`config.mk`:
```
export PLATFORM = sky130hd
export DESIGN_NAME = c5_decode_flat
export DESIGN_NICKNAME = d
export VERILOG_FILES = /design/src/rtl/c5_decode_if.sv /design/src/rtl/c5_decode.sv /design/src/flat_wrapper.sv
export SDC_FILE = /design/constraint.sdc
export NUM_CORES = 2
export LEC_CHECK = 0
export BUFFER_PORTS_ARGS = -buffer_cell sky130_fd_sc_hd__buf_2
export CAP_MARGIN = 20
export CORE_MARGIN = 4
export CORE_UTILIZATION = 31
export DETAILED_ROUTE_END_ITERATION = 6
export MAX_ROUTING_LAYER = met4
export PLACE_DENSITY = 0.44
export SYNTH_ARGS = -nofsm -noshare
export SYNTH_HDL_FRONTEND = slang
export SYNTH_SLANG_ARGS = --single-unit
```
`constraint.sdc`:
```
create_clock -name I_clk -period 6.1 [get_ports I_clk]
set_input_delay 0.61 -clock I_clk [delete_from_list [all_inputs] [get_ports I_clk]]
set_output_delay 0.61 -clock I_clk [all_outputs]
set_load 0.01 [all_outputs]
```
`src/rtl/c5_decode_if.sv`:
```
// c5_decode_if: fetch, write-back and ID/EX bundle of the c5 decode stage
interface c5_decode_if;
   logic [31:0] I_instr;
   logic [31:0] I_pc_plus_4;
   logic        I_stall;
   logic        I_wb_we;
   logic [4:0]  I_wb_rd;
   logic [31:0] I_wb_data;
   logic [31:0] O_pc_branch;
   logic        O_pc_src;
   logic [4:0]  O_rs1;
   logic [4:0]  O_rs2;
   logic        O_valid_e;
   logic [31:0] O_pc_e;
   logic [31:0] O_rs1_val_e;
   logic [31:0] O_rs2_val_e;
   logic [31:0] O_imm_e;
   logic [4:0]  O_rd_e;
   logic [2:0]  O_funct3_e;
   logic [3:0]  O_alu_op_e;
   logic [1:0]  O_alu_src_e;
   logic        O_mem_re_e;
   logic        O_mem_we_e;
   logic        O_reg_we_e;
   logic        O_illegal_e;
   modport slave (
      input  I_instr, I_pc_plus_4, I_stall, I_wb_we, I_wb_rd, I_wb_data,
      output O_pc_branch, O_pc_src, O_rs1, O_rs2, O_valid_e, O_pc_e, O_rs1_val_e, O_rs2_val_e,
             O_imm_e, O_rd_e, O_funct3_e, O_alu_op_e, O_alu_src_e, O_mem_re_e, O_mem_we_e,
             O_reg_we_e, O_illegal_e
   );
   modport master (
      output I_instr, I_pc_plus_4, I_stall, I_wb_we, I_wb_rd, I_wb_data,
      input  O_pc_branch, O_pc_src, O_rs1, O_rs2, O_valid_e, O_pc_e, O_rs1_val_e, O_rs2_val_e,
             O_imm_e, O_rd_e, O_funct3_e, O_alu_op_e, O_alu_src_e, O_mem_re_e, O_mem_we_e,
             O_reg_we_e, O_illegal_e
   );
endinterface

```
`src/rtl/c5_decode.sv`:
```
// c5_decode: RV32I decode stage with IF/ID, register file, early branch resolution and ID/EX
module c5_decode #(
   parameter int          WIDTH = 32,
   parameter logic [31:0] NOP   = 32'h00000013
) (
   input logic      I_clk,
   input logic      I_rst,
   c5_decode_if.slave bus
);
   localparam logic [6:0] OP_LUI = 7'b0110111, OP_AUIPC = 7'b0010111, OP_JAL = 7'b1101111,
                          OP_JALR = 7'b1100111, OP_BR = 7'b1100011, OP_LD = 7'b0000011,
                          OP_ST = 7'b0100011, OP_IMM = 7'b0010011, OP_OP = 7'b0110011;
   typedef struct packed {
      logic             valid;
      logic [WIDTH-1:0] pc;
      logic [WIDTH-1:0] rs1_val;
      logic [WIDTH-1:0] rs2_val;
      logic [WIDTH-1:0] imm;
      logic [4:0]       rd;
      logic [2:0]       funct3;
      logic [3:0]       alu_op;
      logic [1:0]       alu_src;
      logic             mem_re;
      logic             mem_we;
      logic             reg_we;
      logic             illegal;
   } idex_t;
   logic [WIDTH-1:0] instr_q, instr_d, pp4_q, pp4_d;
   logic             valid_q, valid_d;
   logic [WIDTH-1:0] rf_q [32];
   logic [WIDTH-1:0] rf_d [32];
   idex_t            ex_q, ex_d, dec;
   logic [6:0]       opcode;
   logic [2:0]       f3;
   logic [4:0]       rs1, rs2;
   logic [WIDTH-1:0] pc, rs1_val, rs2_val, imm_i, imm_s, imm_b, imm_u, imm_j, target;
   logic             is_lui, is_auipc, is_jal, is_jalr, is_br, is_ld, is_st, is_opi, is_op;
   logic             br_true, take;
   assign opcode   = instr_q[6:0];
   assign f3       = instr_q[14:12];
   assign is_lui   = opcode == OP_LUI;
   assign is_auipc = opcode == OP_AUIPC;
   assign is_jal   = opcode == OP_JAL;
   assign is_jalr  = opcode == OP_JALR;
   assign is_br    = opcode == OP_BR;
   assign is_ld    = opcode == OP_LD;
   assign is_st    = opcode == OP_ST;
   assign is_opi   = opcode == OP_IMM;
   assign is_op    = opcode == OP_OP;
   assign rs1      = is_lui ? 5'd0 : instr_q[19:15];
   assign rs2      = instr_q[24:20];
   assign pc       = pp4_q - 32'd4;
   // write-first bypass so a same-cycle write-back is seen by decode and branch compare
   assign rs1_val  = rs1 == 5'd0 ? '0 : (bus.I_wb_we && bus.I_wb_rd == rs1) ? bus.I_wb_data : rf_q[rs1];
   assign rs2_val  = rs2 == 5'd0 ? '0 : (bus.I_wb_we && bus.I_wb_rd == rs2) ? bus.I_wb_data : rf_q[rs2];
   assign imm_i    = {{20{instr_q[31]}}, instr_q[31:20]};
   assign imm_s    = {{20{instr_q[31]}}, instr_q[31:25], instr_q[11:7]};
   assign imm_b    = {{20{instr_q[31]}}, instr_q[7], instr_q[30:25], instr_q[11:8], 1'b0};
   assign imm_u    = {instr_q[31:12], 12'b0};
   assign imm_j    = {{12{instr_q[31]}}, instr_q[19:12], instr_q[20], instr_q[30:21], 1'b0};
   assign br_true  = f3[2:1] == 2'b00 ? (rs1_val == rs2_val) ^ f3[0] :
                     f3[2:1] == 2'b10 ? ($signed(rs1_val) < $signed(rs2_val)) ^ f3[0] :
                     f3[2:1] == 2'b11 ? (rs1_val < rs2_val) ^ f3[0] : 1'b0;
   assign take     = valid_q && !bus.I_stall && (is_jal || is_jalr || (is_br && br_true));
   assign target   = is_jalr ? (rs1_val + imm_i) & ~32'd1 : pc + (is_jal ? imm_j : imm_b);
   assign bus.O_pc_src    = take;
   assign bus.O_pc_branch = take ? target : '0;
   assign bus.O_rs1       = rs1;
   assign bus.O_rs2       = rs2;
   always_comb begin
      dec         = '0;
      dec.valid   = 1'b1;
      dec.pc      = pc;
      dec.rs1_val = rs1_val;
      dec.rs2_val = rs2_val;
      dec.rd      = instr_q[11:7];
      dec.funct3  = f3;
      dec.imm     = (is_ld || is_opi || is_jalr) ? imm_i : is_st ? imm_s : is_br ? imm_b :
                    (is_lui || is_auipc) ? imm_u : is_jal ? imm_j : '0;
      dec.alu_op  = is_lui ? 4'd0 : {instr_q[30] && (is_op || (is_opi && f3[1:0] == 2'b01)), f3};
      dec.alu_src = is_auipc ? 2'd2 : (is_jal || is_jalr) ? 2'd3 : (is_lui || is_ld || is_st || is_opi) ? 2'd1 : 2'd0;
      dec.mem_re  = is_ld;
      dec.mem_we  = is_st;
      dec.reg_we  = (is_lui || is_auipc || is_jal || is_jalr || is_ld || is_opi || is_op) && instr_q[11:7] != 5'd0;
      dec.illegal = !(is_lui || is_auipc || is_jal || is_jalr || is_br || is_ld || is_st || is_opi || is_op);
   end
   always_comb begin
      rf_d = rf_q;
      if (bus.I_wb_we && bus.I_wb_rd != 5'd0) rf_d[bus.I_wb_rd] = bus.I_wb_data;
      instr_d = bus.I_stall ? instr_q : take ? NOP : bus.I_instr;
      pp4_d   = bus.I_stall ? pp4_q : bus.I_pc_plus_4;
      valid_d = bus.I_stall ? valid_q : !take;
      ex_d    = (bus.I_stall || !valid_q) ? '0 : dec;
   end
   always_ff @(posedge I_clk) begin
      if (I_rst) begin
         instr_q <= NOP;
         pp4_q   <= '0;
         valid_q <= 1'b0;
         ex_q    <= '0;
         rf_q    <= '{default: '0};
      end else begin
         instr_q <= instr_d;
         pp4_q   <= pp4_d;
         valid_q <= valid_d;
         ex_q    <= ex_d;
         rf_q    <= rf_d;
      end
   end
   assign bus.O_valid_e   = ex_q.valid;
   assign bus.O_pc_e      = ex_q.pc;
   assign bus.O_rs1_val_e = ex_q.rs1_val;
   assign bus.O_rs2_val_e = ex_q.rs2_val;
   assign bus.O_imm_e     = ex_q.imm;
   assign bus.O_rd_e      = ex_q.rd;
   assign bus.O_funct3_e  = ex_q.funct3;
   assign bus.O_alu_op_e  = ex_q.alu_op;
   assign bus.O_alu_src_e = ex_q.alu_src;
   assign bus.O_mem_re_e  = ex_q.mem_re;
   assign bus.O_mem_we_e  = ex_q.mem_we;
   assign bus.O_reg_we_e  = ex_q.reg_we;
   assign bus.O_illegal_e = ex_q.illegal;
endmodule

```
`src/flat_wrapper.sv`:
```
// flat-port wrapper written by rule: the top's interface ports become plain ports
module c5_decode_flat 
#(
   parameter int          WIDTH = 32,
   parameter logic [31:0] NOP   = 32'h00000013
)
  (I_clk, I_rst, bus_I_instr, bus_I_pc_plus_4, bus_I_stall, bus_I_wb_we, bus_I_wb_rd, bus_I_wb_data, bus_O_pc_branch, bus_O_pc_src, bus_O_rs1, bus_O_rs2, bus_O_valid_e, bus_O_pc_e, bus_O_rs1_val_e, bus_O_rs2_val_e, bus_O_imm_e, bus_O_rd_e, bus_O_funct3_e, bus_O_alu_op_e, bus_O_alu_src_e, bus_O_mem_re_e, bus_O_mem_we_e, bus_O_reg_we_e, bus_O_illegal_e);
  c5_decode_if bus_i ();
  input logic I_clk;
  input logic I_rst;
  input wire logic [$bits(bus_i.I_instr)-1:0] bus_I_instr;
  input wire logic [$bits(bus_i.I_pc_plus_4)-1:0] bus_I_pc_plus_4;
  input wire logic [$bits(bus_i.I_stall)-1:0] bus_I_stall;
  input wire logic [$bits(bus_i.I_wb_we)-1:0] bus_I_wb_we;
  input wire logic [$bits(bus_i.I_wb_rd)-1:0] bus_I_wb_rd;
  input wire logic [$bits(bus_i.I_wb_data)-1:0] bus_I_wb_data;
  output wire logic [$bits(bus_i.O_pc_branch)-1:0] bus_O_pc_branch;
  output wire logic [$bits(bus_i.O_pc_src)-1:0] bus_O_pc_src;
  output wire logic [$bits(bus_i.O_rs1)-1:0] bus_O_rs1;
  output wire logic [$bits(bus_i.O_rs2)-1:0] bus_O_rs2;
  output wire logic [$bits(bus_i.O_valid_e)-1:0] bus_O_valid_e;
  output wire logic [$bits(bus_i.O_pc_e)-1:0] bus_O_pc_e;
  output wire logic [$bits(bus_i.O_rs1_val_e)-1:0] bus_O_rs1_val_e;
  output wire logic [$bits(bus_i.O_rs2_val_e)-1:0] bus_O_rs2_val_e;
  output wire logic [$bits(bus_i.O_imm_e)-1:0] bus_O_imm_e;
  output wire logic [$bits(bus_i.O_rd_e)-1:0] bus_O_rd_e;
  output wire logic [$bits(bus_i.O_funct3_e)-1:0] bus_O_funct3_e;
  output wire logic [$bits(bus_i.O_alu_op_e)-1:0] bus_O_alu_op_e;
  output wire logic [$bits(bus_i.O_alu_src_e)-1:0] bus_O_alu_src_e;
  output wire logic [$bits(bus_i.O_mem_re_e)-1:0] bus_O_mem_re_e;
  output wire logic [$bits(bus_i.O_mem_we_e)-1:0] bus_O_mem_we_e;
  output wire logic [$bits(bus_i.O_reg_we_e)-1:0] bus_O_reg_we_e;
  output wire logic [$bits(bus_i.O_illegal_e)-1:0] bus_O_illegal_e;
  assign bus_i.I_instr = bus_I_instr;
  assign bus_i.I_pc_plus_4 = bus_I_pc_plus_4;
  assign bus_i.I_stall = bus_I_stall;
  assign bus_i.I_wb_we = bus_I_wb_we;
  assign bus_i.I_wb_rd = bus_I_wb_rd;
  assign bus_i.I_wb_data = bus_I_wb_data;
  assign bus_O_pc_branch = bus_i.O_pc_branch;
  assign bus_O_pc_src = bus_i.O_pc_src;
  assign bus_O_rs1 = bus_i.O_rs1;
  assign bus_O_rs2 = bus_i.O_rs2;
  assign bus_O_valid_e = bus_i.O_valid_e;
  assign bus_O_pc_e = bus_i.O_pc_e;
  assign bus_O_rs1_val_e = bus_i.O_rs1_val_e;
  assign bus_O_rs2_val_e = bus_i.O_rs2_val_e;
  assign bus_O_imm_e = bus_i.O_imm_e;
  assign bus_O_rd_e = bus_i.O_rd_e;
  assign bus_O_funct3_e = bus_i.O_funct3_e;
  assign bus_O_alu_op_e = bus_i.O_alu_op_e;
  assign bus_O_alu_src_e = bus_i.O_alu_src_e;
  assign bus_O_mem_re_e = bus_i.O_mem_re_e;
  assign bus_O_mem_we_e = bus_i.O_mem_we_e;
  assign bus_O_reg_we_e = bus_i.O_reg_we_e;
  assign bus_O_illegal_e = bus_i.O_illegal_e;
  c5_decode #(.WIDTH(WIDTH), .NOP(NOP)) u_core (.I_clk(I_clk), .I_rst(I_rst), .bus(bus_i));
endmodule
```
==> Yosys cells after proc, flatten, opt, wreduce, memory -nomap -nowiden <==
Index checks and enable logic that the tools add are counted.
W data, S select, Z words.
{ "word_totals": {"output_inout_bits": 190, "in_bits": 105, "register_bits": 1236} }
{ "op_classes": {"n_bitwise": 6, "n_eq_ne": 15, "order_cmp": 6, "n_reduce_logical": 42, "n_addsub": 3, "n_mux": 31} }
{ "ops": {"columns": ["operator", "n"], "rows": [
  ["$bwmux W1024", 1],
  ["$mux W32", 17],
  ["$bmux W32 S5", 2],
  ["$demux W32 S5", 1],
  ["$mux W147", 1],
  ["$add A32 B32 Y32", 2],
  ["$lt A32 B32 Y1", 2],
  ["$eq A32 B32 Y1", 1],
  ["$sub A32 B3 Y32 const B", 1],
  ["$eq A7 B6 Y1 const B", 3],
  ["$eq A7 B7 Y1 const B", 3],
  ["$logic_or A1 B1 Y1", 20],
  ["$mux W20", 1],
  ["$ge A6 B6 Y1 const B", 3],
  ["$not A5 Y6", 3],
  ["$eq A7 B5 Y1 const B", 2],
  ["$eq A5 B5 Y1", 2],
  ["$logic_and A1 B1 Y1", 10],
  ["$logic_not A5 Y1", 2],
  ["$reduce_bool A5 Y1", 2],
  ["$eq A7 B2 Y1 const B", 1],
  ["$lt A6 B1 Y1 const B", 1],
  ["$reduce_or A3 Y1", 2],
  ["$mux W5", 1],
  ["other kinds (9)", 19]
]} }

==> Logic depth before layout (Yosys ltp) <==
{ "depth": {"ltp_word": 17, "depth_mapped": 30, "ltp_nobuf": 22} }

==> Worst setup path before layout <==
OpenSTA, ideal clock, no wires.
{ "synth_timing": {"path_type": "reg-to-output", "start": "register u_core.instr_q[3]", "end": "output bus_O_pc_branch[26]", "required_time_ns": 5.490, "stages_incl_launch_ff": 27, "t_arrival_ns": 5.290, "setup_slack_ns": 0.200, "path_cell_list": "dfxtp_1 -> buf_2 -> nand4bb_1 -> buf_2 -> o21ai_0 -> buf_2 -> inv_2 -> buf_2 -> buf_2 -> buf_1 -> nand2_1 -> nand3_1 -> a21oi_1 -> o311ai_0 -> a31oi_1 -> nor2_1 -> ha_1 -> a2111oi_0 -> o21ai_0 -> and3_1 -> nor4_1 -> and4_1 -> o311ai_0 -> a21o_1 -> clkbuf_1 -> clkbuf_1 -> a2111oi_0"} }
{ "synth_rtl": {"columns": ["element", "line", "source"], "rows": [
  ["start, declared", "c5_decode.sv:28", "logic [WIDTH-1:0] instr_q, instr_d, pp4_q, pp4_d;"],
  ["start signal, assigned", "c5_decode.sv:103", "instr_q <= instr_d;"],
  ["end, declared", "flat_wrapper.sv:17", "output wire logic [$bits(bus_i.O_pc_branch)-1:0] bus_O_pc_branch;"]
]} }

==> metrics <==
run status=complete, but fails checks; failing checks=negative setup slack; nets=8949; post-synth top area share=38.44%; Die Y-Extent=463.7 microns; first-pass GRT wire length=486800 microns; Worst Setup Path Type=flip-flop to output port; Main synth FF type=dfxtp_1; wirelength, routed=350000 microns; core footprint=0.2056 sq mm; max-slew violation count=0; Mapped Nets=8448; Via-to-Cell Ratio=5.807; commonest non-fill, non-tap cell in the layout=nand2_1; Async SR Flop Fraction=0%; CP delay by family, top=simple AND/OR/NAND/NOR gates; Final Hold Viols=0; worst hold path type=primary input to flip-flop; pre-CTS WS=-1.022 ns; wire per inst=30.24 microns; pwr dens=257.9 mW/mm^2; IO Pins=295; worst setup path start=u_core.instr_q[6]; Clock transition at path regs=0.06 ns; GP Congestion=0.9425; most frequent cells in the layout=nand2_1, a21oi_1, dfxtp_1; drt drc=0; fmax=142.3 MHz; clk_lat worst skew=0.83 ns; CP peak stage delay=0.33 ns; setup violators final=33; Ys Warns=0; die area=0.2150 sq mm; share of layout cells above drive strength 1=22.00%; # Max-Cap Violations=0; fin util=39.40%; Slew headroom=11.59%; measured slew at the worst slew-check pin=1.326 ns; syn avg cell area=7.804 sq um; Post-synth EDFFs=0; Synth area leaders=dfxtp_1, nand2_1, a21oi_1; DRT iter0 DRCs=9085; switching pwr=6.246 mW; beginning of the worst hold path=bus_I_pc_plus_4[23]; Slowest cell on crit path=nand4bb_4; register area share after synthesis=38.44%; crit path DAT=6.42 ns; initial antenna violation count=26; LEAKAGE=29.45 nW; Max clock buf depth=3; P_int=14.65 mW; H-tree depth=4; peak supply drop=0.3253 mV; vias=67200; clock power share=43.9%; CP endpoint kind=output port; Area Growth Syn to Fin=25.88%; Worst setup SP type=flip-flop; Cell variety after synth=89; Starting Density=31.30%; RSZ-0062 raised after global routing=true; largest net degree at the start of global routing=206; cts bufs inserted=150; Period minus WS final=7.026 ns; gr ovfl total=0; number of iterations in the first detailed-routing pass=6; Site Rows=166; register bit count reported by yosys=1236; Detail Route Antenna Nets=0; worst endpoint required time=5.49 ns; Sw Ratio=29.90%; critical-path maximum fanout=7; port bufs=294; worst reg2reg startpoint=u_core.instr_q[6]; clk sinks=1236; Yosys top cell by area=dfxtp_1; logic gate share of total power=16.6%; final worst-path cycle share=115.2%; power share of the sequential group=39.5%; die width=463.7 microns; clk_skew=0.03340 ns; TritonCTS clock tree=yes; Total GRT Usage=31.88%; smallest setup slack after layout=-0.9258 ns; Root Driver=clkbuf_16; Syn Std Cell Area=0.06437 sq mm; DPL Wire Length=227800 microns; Syn Inst Count=8248; CP bufs+invs=9; vias in the first global route=62730
## worst paths after layout
| kind | endpoint | slack, ns | cells after the start |
|---|---|---|---|
| setup / recovery | bus_O_pc_branch[7] | -0.93 | 30 |
| hold reg to reg | u_core.rf_q[141] | 0.47 | 2 |
| setup reg to reg | u_core.instr_q[18] | 0.09 | 31 |
| hold / removal | u_core.pp4_q[23] | 0.05 | 3 |
## stage by stage
stage / cell area [sq um] / std cells / total power, mW / hold WS, ns / setup TNS (ns)
final: 81020 / 11570 / 20.89 / 0.05046 / -26.40
after detailed placement: 73740 / 11200 / 11.55 / 0.4589 / -41.06
after global placement: 73700 / 11200 / 11.56 / 0.4513 / -42.52
after CTS: 79930 / 11520 / 20.78 / 0.002181 / -27.75
after floorplan: 64370 / 8248 / 9.865 / 0.4128 / 0
after global routing: 81020 / 11570 / 21.43 / 0.02727 / -31.51
## cells in the mapped netlist, drive strengths merged, types with 17 or more instances
library cell / n
inv: 38
a21oi: 1281
nand3b: 34
nand3: 238
dfxtp: 1236
mux2i: 280
a221oi: 155
o22ai: 53
mux2: 45
nor4: 17
a211oi: 17
xnor2: 46
nand2: 2672
a221o: 23
ha: 93
and3: 18
nor2b: 49
o21ai: 85
nor3: 84
a31oi: 20
o41ai: 30
a21o: 57
xor2: 44
nor2: 276
mux4: 240
and2: 48
buf: 118
clkbuf: 690
o31ai: 21
o221ai: 42
## logic make-up after synthesis
family | after synthesis | synth area share, %
and+or+nand+nor | 3518 | 22.37
AOI/OAI and AO/OA | 1896 | 17.42
DFF | 1236 | 38.44
buffers and inverters | 848 | 5.087
muxes | 565 | 13.54
adders and majority gates | 95 | 1.870
xor gates and xnor gates | 90 | 1.271
## power by group through the flow
stage / registers (mW) / logic, mW / clock network (mW)
detailed placement: 8.42 / 3.13 / 0
global placement: 8.42 / 3.14 / 0
floorplan: 8.39 / 1.47 / 0
global route: 8.25 / 3.59 / 9.59
CTS: 8.24 / 3.27 / 9.27
finish: 8.25 / 3.47 / 9.17
## worst reg2reg max path, delay by kind of cell, from the launching register on
family / cells / cell delay [ns]
AOI/OAI and AO/OA: 10 / 1.67
adders and majority gates: 1 / 0.30
buffers and inverters: 10 / 1.60
DFF: 1 / 0.32
muxes: 1 / 0.18
and+or+nand+nor: 9 / 1.84
## registers in the layout (all words and copies together), names as in the netlist, 2 cells and up
name / flops
u_core.rf_q: 1024
u_core.bus.O_rd_e: 5
u_core.pp4_q: 32
u_core.bus.O_imm_e: 32
u_core.bus.O_alu_op_e: 4
u_core.bus.O_funct3_e: 3
u_core.bus.O_rs2_val_e: 32
u_core.bus.O_pc_e: 32
u_core.bus.O_rs1_val_e: 32
u_core.instr_q: 32
u_core.bus.O_alu_src_e: 2
## layout make-up
type | instances | area, sq um
fillers | 20820 | 124600
multi-input cells | 6164 | 38020
flip-flops and latches | 1236 | 24780
repair buffers | 1156 | 9742
clock buffers | 228 | 4359
well taps | 2688 | 3363
clock inverters | 46 | 544.3
inverters | 40 | 175.2
diodes | 13 | 32.53
repair inverters | 1 | 11.26
## what timing repair did
action | CTS | global route
gates cloned | 2 | 5
pin swaps | 41 | 56
hold endpoints to repair | 13 | 0
setup endpoints to repair | 66 | 48
gates resized for setup | 164 | 132
hold buffers | 13 | 0
buffers inserted | 37 | 31
## metal layers
metal	global-route usage (%)	vias to the layer above	share of wire, %
li1	-	29550	-
met1	42.60	32920	42
met2	47.67	3953	44
met3	6.114	773	9.6
met4	12.17	0	4.2
met5	-	-	0
No activity file was read; power rests on OpenSTA's default activity.
